[src/rtl/cursor_ctrl.sv]
// cursor_ctrl: frame-coherent smoothed cursor position, brush width and shape for the overlay renderer
module cursor_ctrl #(
  parameter int H_MAX        = 319,
  parameter int V_MAX        = 239,
  parameter int SMOOTH_SHIFT = 2
) (
  input  logic       clk_in,
  input  logic       rst_n_in,
  input  logic       pos_valid_in,
  output logic       pos_ready_out,
  input  logic [9:0] pos_x_in,
  input  logic [8:0] pos_y_in,
  input  logic       frame_start_in,
  input  logic       width_up_in,
  input  logic       width_down_in,
  input  logic       type_toggle_in,
  output logic [9:0] x_out,
  output logic [8:0] y_out,
  output logic [2:0] stroke_width_out,
  output logic       cursor_type_out,
  output logic       update_out
);
  typedef enum logic [1:0] {IDLE, PENDING, FILTER, COMMIT} state_t;
  state_t state;
  logic pend, st, st_n, xfer, changed;
  logic [9:0] tx, cx, nx;
  logic [8:0] ty, cy, ny;
  logic [2:0] sw, sw_n;
  // one smoothing step; the result always lies between current and target
  function automatic logic signed [10:0] step_to(input logic signed [10:0] cur, input logic signed [10:0] tgt);
    logic signed [10:0] d, s;
    d = tgt - cur;
    s = d >>> SMOOTH_SHIFT;
    return cur + ((d != 11'sd0 && s == 11'sd0) ? 11'sd1 : s);
  endfunction
  always_comb begin
    xfer = pos_valid_in && pos_ready_out;
    cx = (pos_x_in > 10'(H_MAX)) ? 10'(H_MAX) : pos_x_in;
    cy = (pos_y_in > 9'(V_MAX)) ? 9'(V_MAX) : pos_y_in;
    nx = pend ? 10'(step_to({1'b0, x_out}, {1'b0, tx})) : x_out;
    ny = pend ? 9'(step_to({2'b0, y_out}, {2'b0, ty})) : y_out;
    sw_n = (width_up_in && !width_down_in && sw != 3'd7) ? sw + 3'd1 :
           (width_down_in && !width_up_in && sw != 3'd0) ? sw - 3'd1 : sw;
    st_n = st ^ type_toggle_in;
    changed = {nx, ny, sw_n, st_n} != {x_out, y_out, stroke_width_out, cursor_type_out};
  end
  always_ff @(posedge clk_in or negedge rst_n_in) begin
    if (!rst_n_in) begin
      state <= IDLE;
      pend <= 1'b0;
      tx <= '0;
      ty <= '0;
      sw <= 3'd1;
      st <= 1'b0;
      x_out <= 10'd160;
      y_out <= 9'd120;
      stroke_width_out <= 3'd1;
      cursor_type_out <= 1'b0;
      update_out <= 1'b0;
      pos_ready_out <= 1'b0;
    end else begin
      sw <= sw_n;
      st <= st_n;
      update_out <= 1'b0;
      case (state)
        IDLE: begin
          pos_ready_out <= !(frame_start_in || xfer);
          if (frame_start_in) state <= FILTER;
          else if (xfer) begin
            tx <= cx;
            ty <= cy;
            pend <= 1'b1;
            state <= PENDING;
          end
        end
        PENDING: if (frame_start_in) state <= FILTER;
        FILTER: begin
          x_out <= nx;
          y_out <= ny;
          stroke_width_out <= sw_n;
          cursor_type_out <= st_n;
          update_out <= changed;
          state <= COMMIT;
        end
        COMMIT: begin
          pend <= 1'b0;
          pos_ready_out <= 1'b1;
          state <= IDLE;
        end
      endcase
    end
  end
endmodule

[config.mk]
export PLATFORM = sky130hd
export DESIGN_NAME = cursor_ctrl
export DESIGN_NICKNAME = d
export VERILOG_FILES = /design/src/rtl/cursor_ctrl.sv
export SDC_FILE = /design/constraint.sdc
export NUM_CORES = 1
export LEC_CHECK = 0
export ABC_AREA = 1
export BUFFER_PORTS_ARGS = -buffer_cell sky130_fd_sc_hd__buf_2
export CAP_MARGIN = 20
export CORE_UTILIZATION = 54
export DETAILED_ROUTE_END_ITERATION = 16
export GPL_ROUTABILITY_DRIVEN = 0
export GPL_TIMING_DRIVEN = 0
export PLACE_DENSITY = 0.78
export SLEW_MARGIN = 20
export SYNTH_ARGS = -nofsm -noshare
export SYNTH_HDL_FRONTEND = slang
export SYNTH_SLANG_ARGS = --single-unit
export TNS_END_PERCENT = 30
[constraint.sdc]
create_clock -name clk_in -period 3.44 [get_ports clk_in]
set_input_delay 0.688 -clock clk_in [delete_from_list [all_inputs] [get_ports clk_in]]
set_output_delay 0.688 -clock clk_in [all_outputs]
set_load 0.01 [all_outputs]
==> impl_metrics.py, run 1 <==
metrics = {
    "timing": {
        "drv_slew": 0,
        "max_freq_ghz": 0.2697,
        "hold_violations": 0,
        "setup_violations": 2,
        "period_needed_ns": 3.707,
        "worst_slew_margin_rel": 0.5397,
        "fin_skew_ns": 0.01076,
        "finalCritPeriodShare": 1.078,
        "tightest_slew_ns": 0.6904,
        "timing.hold.ws_ns": 0.3938,
        "rsz0062_at_grt": "yes",
        "fin_ws_ns": -0.2672,
    },
    "worst_setup_path": {
        "r2r_cells": 21,
        "worstPathArrival_ns": 3.89,
        "start_kind": "flop",
        "critPathKind": "reg -> reg",
        "cp_max_fo": 4,
        "required_ns": 3.62,
        "cp-end-kind": "flop",
    },
    "floorplan": {
        "start_util": 0.5658,
        "core_area_sq_um": 7848,
        "die_x_microns": 92.68,
        "die-area_sq_um": 8590,
        "num_rows": 32,
        "die_y_microns": 92.68,
        "boundaryPins": 51,
    },
    "clock_network": {
        "htree_levels": 2,
        "root_buffer": "clkbuf_8",
        "clock_path_buffers": 2,
        "cts_hold_buf": 0,
        "cts_tree": "yes",
        "path_clk_slew_ns": 0.09,
        "numClockSinks": 51,
        "cts_buffers": 5,
        "clock_latency_ns": 0.31,
    },
    "drt": {
        "ant_nets": 0,
        "drtIter0Drc": 449,
        "wl_mm": 14.09,
        "drt_first_pass_iters": 8,
        "viasPerCell": 5.868,
        "routedWlPerCell_microns": 16.81,
        "drc": 0,
        "vias": 4917,
    },
    "finish": {
        "final_area_sq_um": 5771,
        "fin_cells": 838,
        "drive_gt1_frac": 0.3043,
        "nets": 809,
        "layout_commonest_cell": "nand2_1",
        "num_antenna_cells": 0,
        "area_delta_synth_final_pct": 29.95,
        "layout_common_cells": "159 x nand2_1, 83 x inv_1, 55 x buf_2",
    },
    "yosys": {
        "synthArstFlopShare": 1.000,
        "synth_edf_count": 0,
        "ys_seq_area_frac": 0.2897,
        "ys.flop_type": "dfrtp_1",
        "syn-num-nets": 707,
        "yosysUniqueCellTypes": 41,
        "yosys_warnings": 0,
        "synth_seq_cells": 51,
        "avgSynthCellArea_sq_um": 7.015,
        "synthCells": 633,
        "synth_area_sq_um": 4441,
    },
    "min_path": {
        "hold_path_class": "in -> async",
    },
    "placed_design": {
        "dpl-instance-area_sq_um": 4818,
        "post-place-cells": 785,
        "dp_hpwl_mm": 8.702,
        "port-buffer-count": 50,
    },
    "grt": {
        "grt_start_max_net_pins": 52,
        "antenna_found_initial": 0,
        "grtUsageTotal": 0.2856,
        "gr-total-overflow": 0,
        "grt_pass1_vias": 4454,
        "grt_pass1_wl_mm": 19.58,
    },
    "outcome": {
        "status": "finished with violations",
        "violations": "negative setup slack",
    },
    "run": {
        "cap_violations": 0,
    },
}
[cells in the mapped netlist (4+ instances only)]
library cell	n	share of area
a21oi_1	25	0.028
a21oi_2	4	0.0079
a31oi_1	4	0.0056
buf_2	6	0.0068
dfrtp_1	43	0.24
dfstp_2	8	0.047
fa_1	4	0.018
ha_1	44	0.12
inv_1	96	0.081
nand2_1	174	0.15
nand3_1	52	0.059
nand3_2	4	0.0090
nand3b_1	6	0.010
nand4_1	14	0.020
nor2_1	49	0.041
o211ai_1	4	0.0068
o21ai_0	29	0.033
o22a_1	5	0.0099
o22ai_1	4	0.0056
or2_1	4	0.0056
xnor2_1	7	0.014
xor2_1	15	0.030
[state kept, by name, summed over array words and instances (netlist names), 2 cells and up]
| register | flops |
|---|---|
| sw | 3 |
| tx | 10 |
| ty | 9 |
| x_out | 10 |
| y_out | 9 |
| state | 2 |
| stroke_width_out | 3 |
[worst max-delay path, stage by stage (launching register included)]
cell      delay (ns)
dfstp_2         0.56
inv_1           0.11
ha_4            0.31
nand2_1         0.09
nor2_1          0.15
nand2_1         0.09
o211ai_1        0.13
xor2_1          0.26
nor2_1          0.09
nand4_1         0.11
nand2_2         0.08
ha_4            0.19
fa_2            0.37
or2_4           0.27
nand3_2         0.08
o21ai_0         0.08
inv_1           0.07
nand3_1         0.09
nor2_2          0.15
nand3_2         0.11
nor2_4          0.13
a21oi_2         0.05
[cell families after synthesis]
group / count (synthesis) / synth area share
AO/OA/AOI/OAI: 89 / 0.1220
XOR/XNOR: 22 / 0.04339
adder cells (fa/ha/maj): 48 / 0.1420
buffers and inverters: 109 / 0.09580
flip-flops: 51 / 0.2897
AND/OR/NAND/NOR: 314 / 0.3071
[per-stage QoR]
step                       TNS, ns  setup WS [ns]    util
after global routing       -0.7099        -0.3987  0.7353
after CTS                 -0.05979       -0.05979  0.6800
after global placement     -0.4732        -0.3611  0.6140
final                      -0.4122        -0.2672  0.7353
after floorplan                  0       0.009981       -
after detailed placement   -0.8099        -0.5259  0.6140
[area by class of cell]
class / count / area, sq um
inverter: 98 / 374.1
clock buffer: 7 / 76.32
buffer: 11 / 56.30
timing repair buffer: 95 / 601.8
clock inverter: 1 / 30.03
multi-input combinational: 473 / 3213
tap: 102 / 127.6
fill: 564 / 2077
sequential: 51 / 1291
[per-layer routing]
| metal | wire length [microns] | GRT usage | vias up |
|---|---|---|---|
| met1 | 5482 | 0.3436 | 2263 |
| met2 | 6804 | 0.5049 | 288 |
| met3 | 1053 | 0.04844 | 96 |
| met5 | 0 | 0 | - |
| met4 | 744 | 0.1154 | 0 |
| li1 | - | - | 2270 |
[timing repair]
| action | 4_1_cts | 5_1_grt |
|---|---|---|
| cloned | 0 | 0 |
| pin swaps | 29 | 45 |
| setup endpoints to repair | 2 | 3 |
| buffers inserted | 27 | 18 |
| resized for setup | 55 | 64 |
[path summary, 6_finish.rpt]
kind | start | slack, ns | to
min in group clk_in | st | 0.50 | st
max in group asynchronous | rst_n_in | 2.57 | y_out[1]
hold reg to reg | st | 0.50 | st
hold / removal | rst_n_in | 0.39 | y_out[7]
setup / recovery | y_out[6] | -0.27 | update_out
setup reg to reg | y_out[6] | -0.27 | update_out
Power of run 1 is not shown: default switching activity piles up to over one toggle a cycle in this logic, so the estimate is an artifact.
==> inputs of run 2 (changes only) <==
--- a/config.mk
+++ b/config.mk
@@ -8,11 +8,11 @@
 export ABC_AREA = 1
 export BUFFER_PORTS_ARGS = -buffer_cell sky130_fd_sc_hd__buf_2
 export CAP_MARGIN = 20
-export CORE_UTILIZATION = 54
+export CORE_UTILIZATION = 60
 export DETAILED_ROUTE_END_ITERATION = 16
 export GPL_ROUTABILITY_DRIVEN = 0
 export GPL_TIMING_DRIVEN = 0
-export PLACE_DENSITY = 0.78
+export PLACE_DENSITY = 0.82
 export SLEW_MARGIN = 20
 export SYNTH_ARGS = -nofsm -noshare
 export SYNTH_HDL_FRONTEND = slang
==> constraint.sdc (replaced) <==
create_clock -name clk_in -period 3.65 [get_ports clk_in]
set_input_delay 0.73 -clock clk_in [delete_from_list [all_inputs] [get_ports clk_in]]
set_output_delay 0.73 -clock clk_in [all_outputs]
set_load 0.01 [all_outputs]
==> impl_metrics.py, run 2 (synthesis gave the netlist of run 1 again) <==
metrics = {
    "finish": {
        "drive_gt1_frac": 0.2679,
        "num_antenna_cells": 0,
        "layout_commonest_cell": "nand2_1",
        "nets": 786,
        "top_regs": "tx: 10 flops, x_out: 10 flops",
        "area_delta_synth_final_pct": 22.12,
        "layout_common_cells": "162 x nand2_1, 81 x inv_1, 55 x buf_2",
        "fin_cells": 809,
        "final_util": 0.7767,
    },
    "floorplan": {
        "num_rows": 30,
        "die_x_microns": 88.03,
        "start_util": 0.6360,
        "die_y_microns": 88.03,
        "boundaryPins": 51,
        "die-area_sq_um": 7749,
        "core_area_sq_um": 6982,
    },
    "worst_setup_path": {
        "endpoint": "update_out",
        "regToRegSetupSlack_ns": -0.15,
        "start_kind": "flop",
        "regToRegEndpoint": "update_out",
        "crit-reg2reg-launch": "y_out[0]",
        "r2r_cells": 22,
        "required_ns": 3.84,
        "worstPathArrival_ns": 3.99,
        "cp-end-kind": "flop",
        "startpoint": "y_out[0]",
        "cp_max_fo": 5,
        "critPathKind": "reg -> reg",
    },
    "grt": {
        "gr-total-overflow": 0,
        "antenna_found_initial": 0,
        "grt_start_max_net_pins": 52,
        "grt_pass1_vias": 4239,
        "grt_pass1_wl_mm": 18.29,
        "grtUsageTotal": 0.3015,
    },
    "min_path": {
        "hold_path_class": "in -> async",
    },
    "clock_network": {
        "numClockSinks": 51,
        "cts_tree": "yes",
        "clock_path_buffers": 2,
        "htree_levels": 2,
        "clock_latency_ns": 0.32,
        "path_clk_slew_ns": 0.11,
        "cts_hold_buf": 0,
        "cts_buffers": 5,
        "root_buffer": "clkbuf_8",
    },
    "drt": {
        "routedWlPerCell_microns": 16.20,
        "wl_mm": 13.11,
        "vias": 4786,
        "ant_nets": 0,
        "viasPerCell": 5.916,
        "drc": 0,
        "drtIter0Drc": 490,
        "drt_first_pass_iters": 5,
    },
    "placed_design": {
        "post-place-cells": 779,
        "dp_hpwl_mm": 8.489,
        "port-buffer-count": 50,
    },
    "timing": {
        "rsz0062_at_grt": "yes",
        "max_freq_ghz": 0.2634,
        "timing.hold.ws_ns": 0.4227,
        "drv_slew": 0,
        "worst_slew_margin_rel": 0.5549,
        "tightest_slew_ns": 0.6589,
        "period_needed_ns": 3.797,
        "fin_skew_ns": 0.009315,
        "setup_violations": 1,
        "hold_violations": 0,
        "finalCritPeriodShare": 1.040,
        "fin_ws_ns": -0.1471,
    },
    "outcome": {
        "violations": "negative setup slack",
        "status": "finished with violations",
    },
    "run": {
        "cap_violations": 0,
    },
}
[run 2: metal layers]
layer / wire, microns / up-vias / GRT usage
met3: 1132 / 76 / 0.04618
met2: 6175 / 294 / 0.5222
li1: - / 2221 / -
met4: 644 / 0 / 0.1100
met5: 0 / - / 0
met1: 5153 / 2195 / 0.3812
[run 2: final cells by class]
cell class,instances,area [sq um]
Multi-Input combinational cell,473,3068
Fill cell,490,1559
Sequential cell,51,1291
Timing Repair Buffer,72,417.9
Inverter,98,374.1
Tap cell,96,120.1
Clock buffer,5,68.82
Buffer,11,56.30
Clock inverter,3,26.28
[run 2: worst min path at each step]
stage | from | endpoint | cells after the start
2_1_floorplan | rst_n_in | cursor_type_out | 0
3_3_place_gp | ty[4] | ty[4] | 2
3_5_place_dp | ty[7] | ty[7] | 2
4_1_cts | rst_n_in | stroke_width_out[1] | 1
5_1_grt | rst_n_in | x_out[8] | 1
6_report | rst_n_in | x_out[8] | 1
[run 2: critical path, stage by stage, from the launching register on]
cell and delay [ns]:
dfrtp_2 0.45, ha_4 0.16, inv_4 0.05, fa_2 0.38, nand3_2 0.11, nand2_2 0.08, nand3_1 0.08, nand2_1 0.12
xor2_2 0.31, nor2_1 0.10, nand4_1 0.13, nand2_2 0.08, ha_4 0.18, fa_2 0.43, or2_4 0.27, nand3_2 0.08
o21ai_0 0.09, inv_1 0.06, nand3_1 0.08, nor2_2 0.13, nand3_1 0.10, nor2_2 0.12, a21oi_2 0.06
[run 2: timing repair]
item                       CTS  global route
pin swaps                    4            29
setup endpoints to repair    1             2
resized for setup           12            78
setup buffers                4            18
[run 2: through the flow]
stage / area, sq um / worst slack, ns / TNS, ns
6_report: 5423 / -0.1471 / -0.1471
3_3_place_gp: 4811 / -0.1327 / -0.1327
2_1_floorplan: 4441 / 0.2200 / 0
4_1_cts: 4997 / 0.0005778 / 0
3_5_place_dp: 4813 / -0.2442 / -0.2442
5_1_grt: 5423 / -0.2397 / -0.2597
Power of run 2 is left out for the same reason.
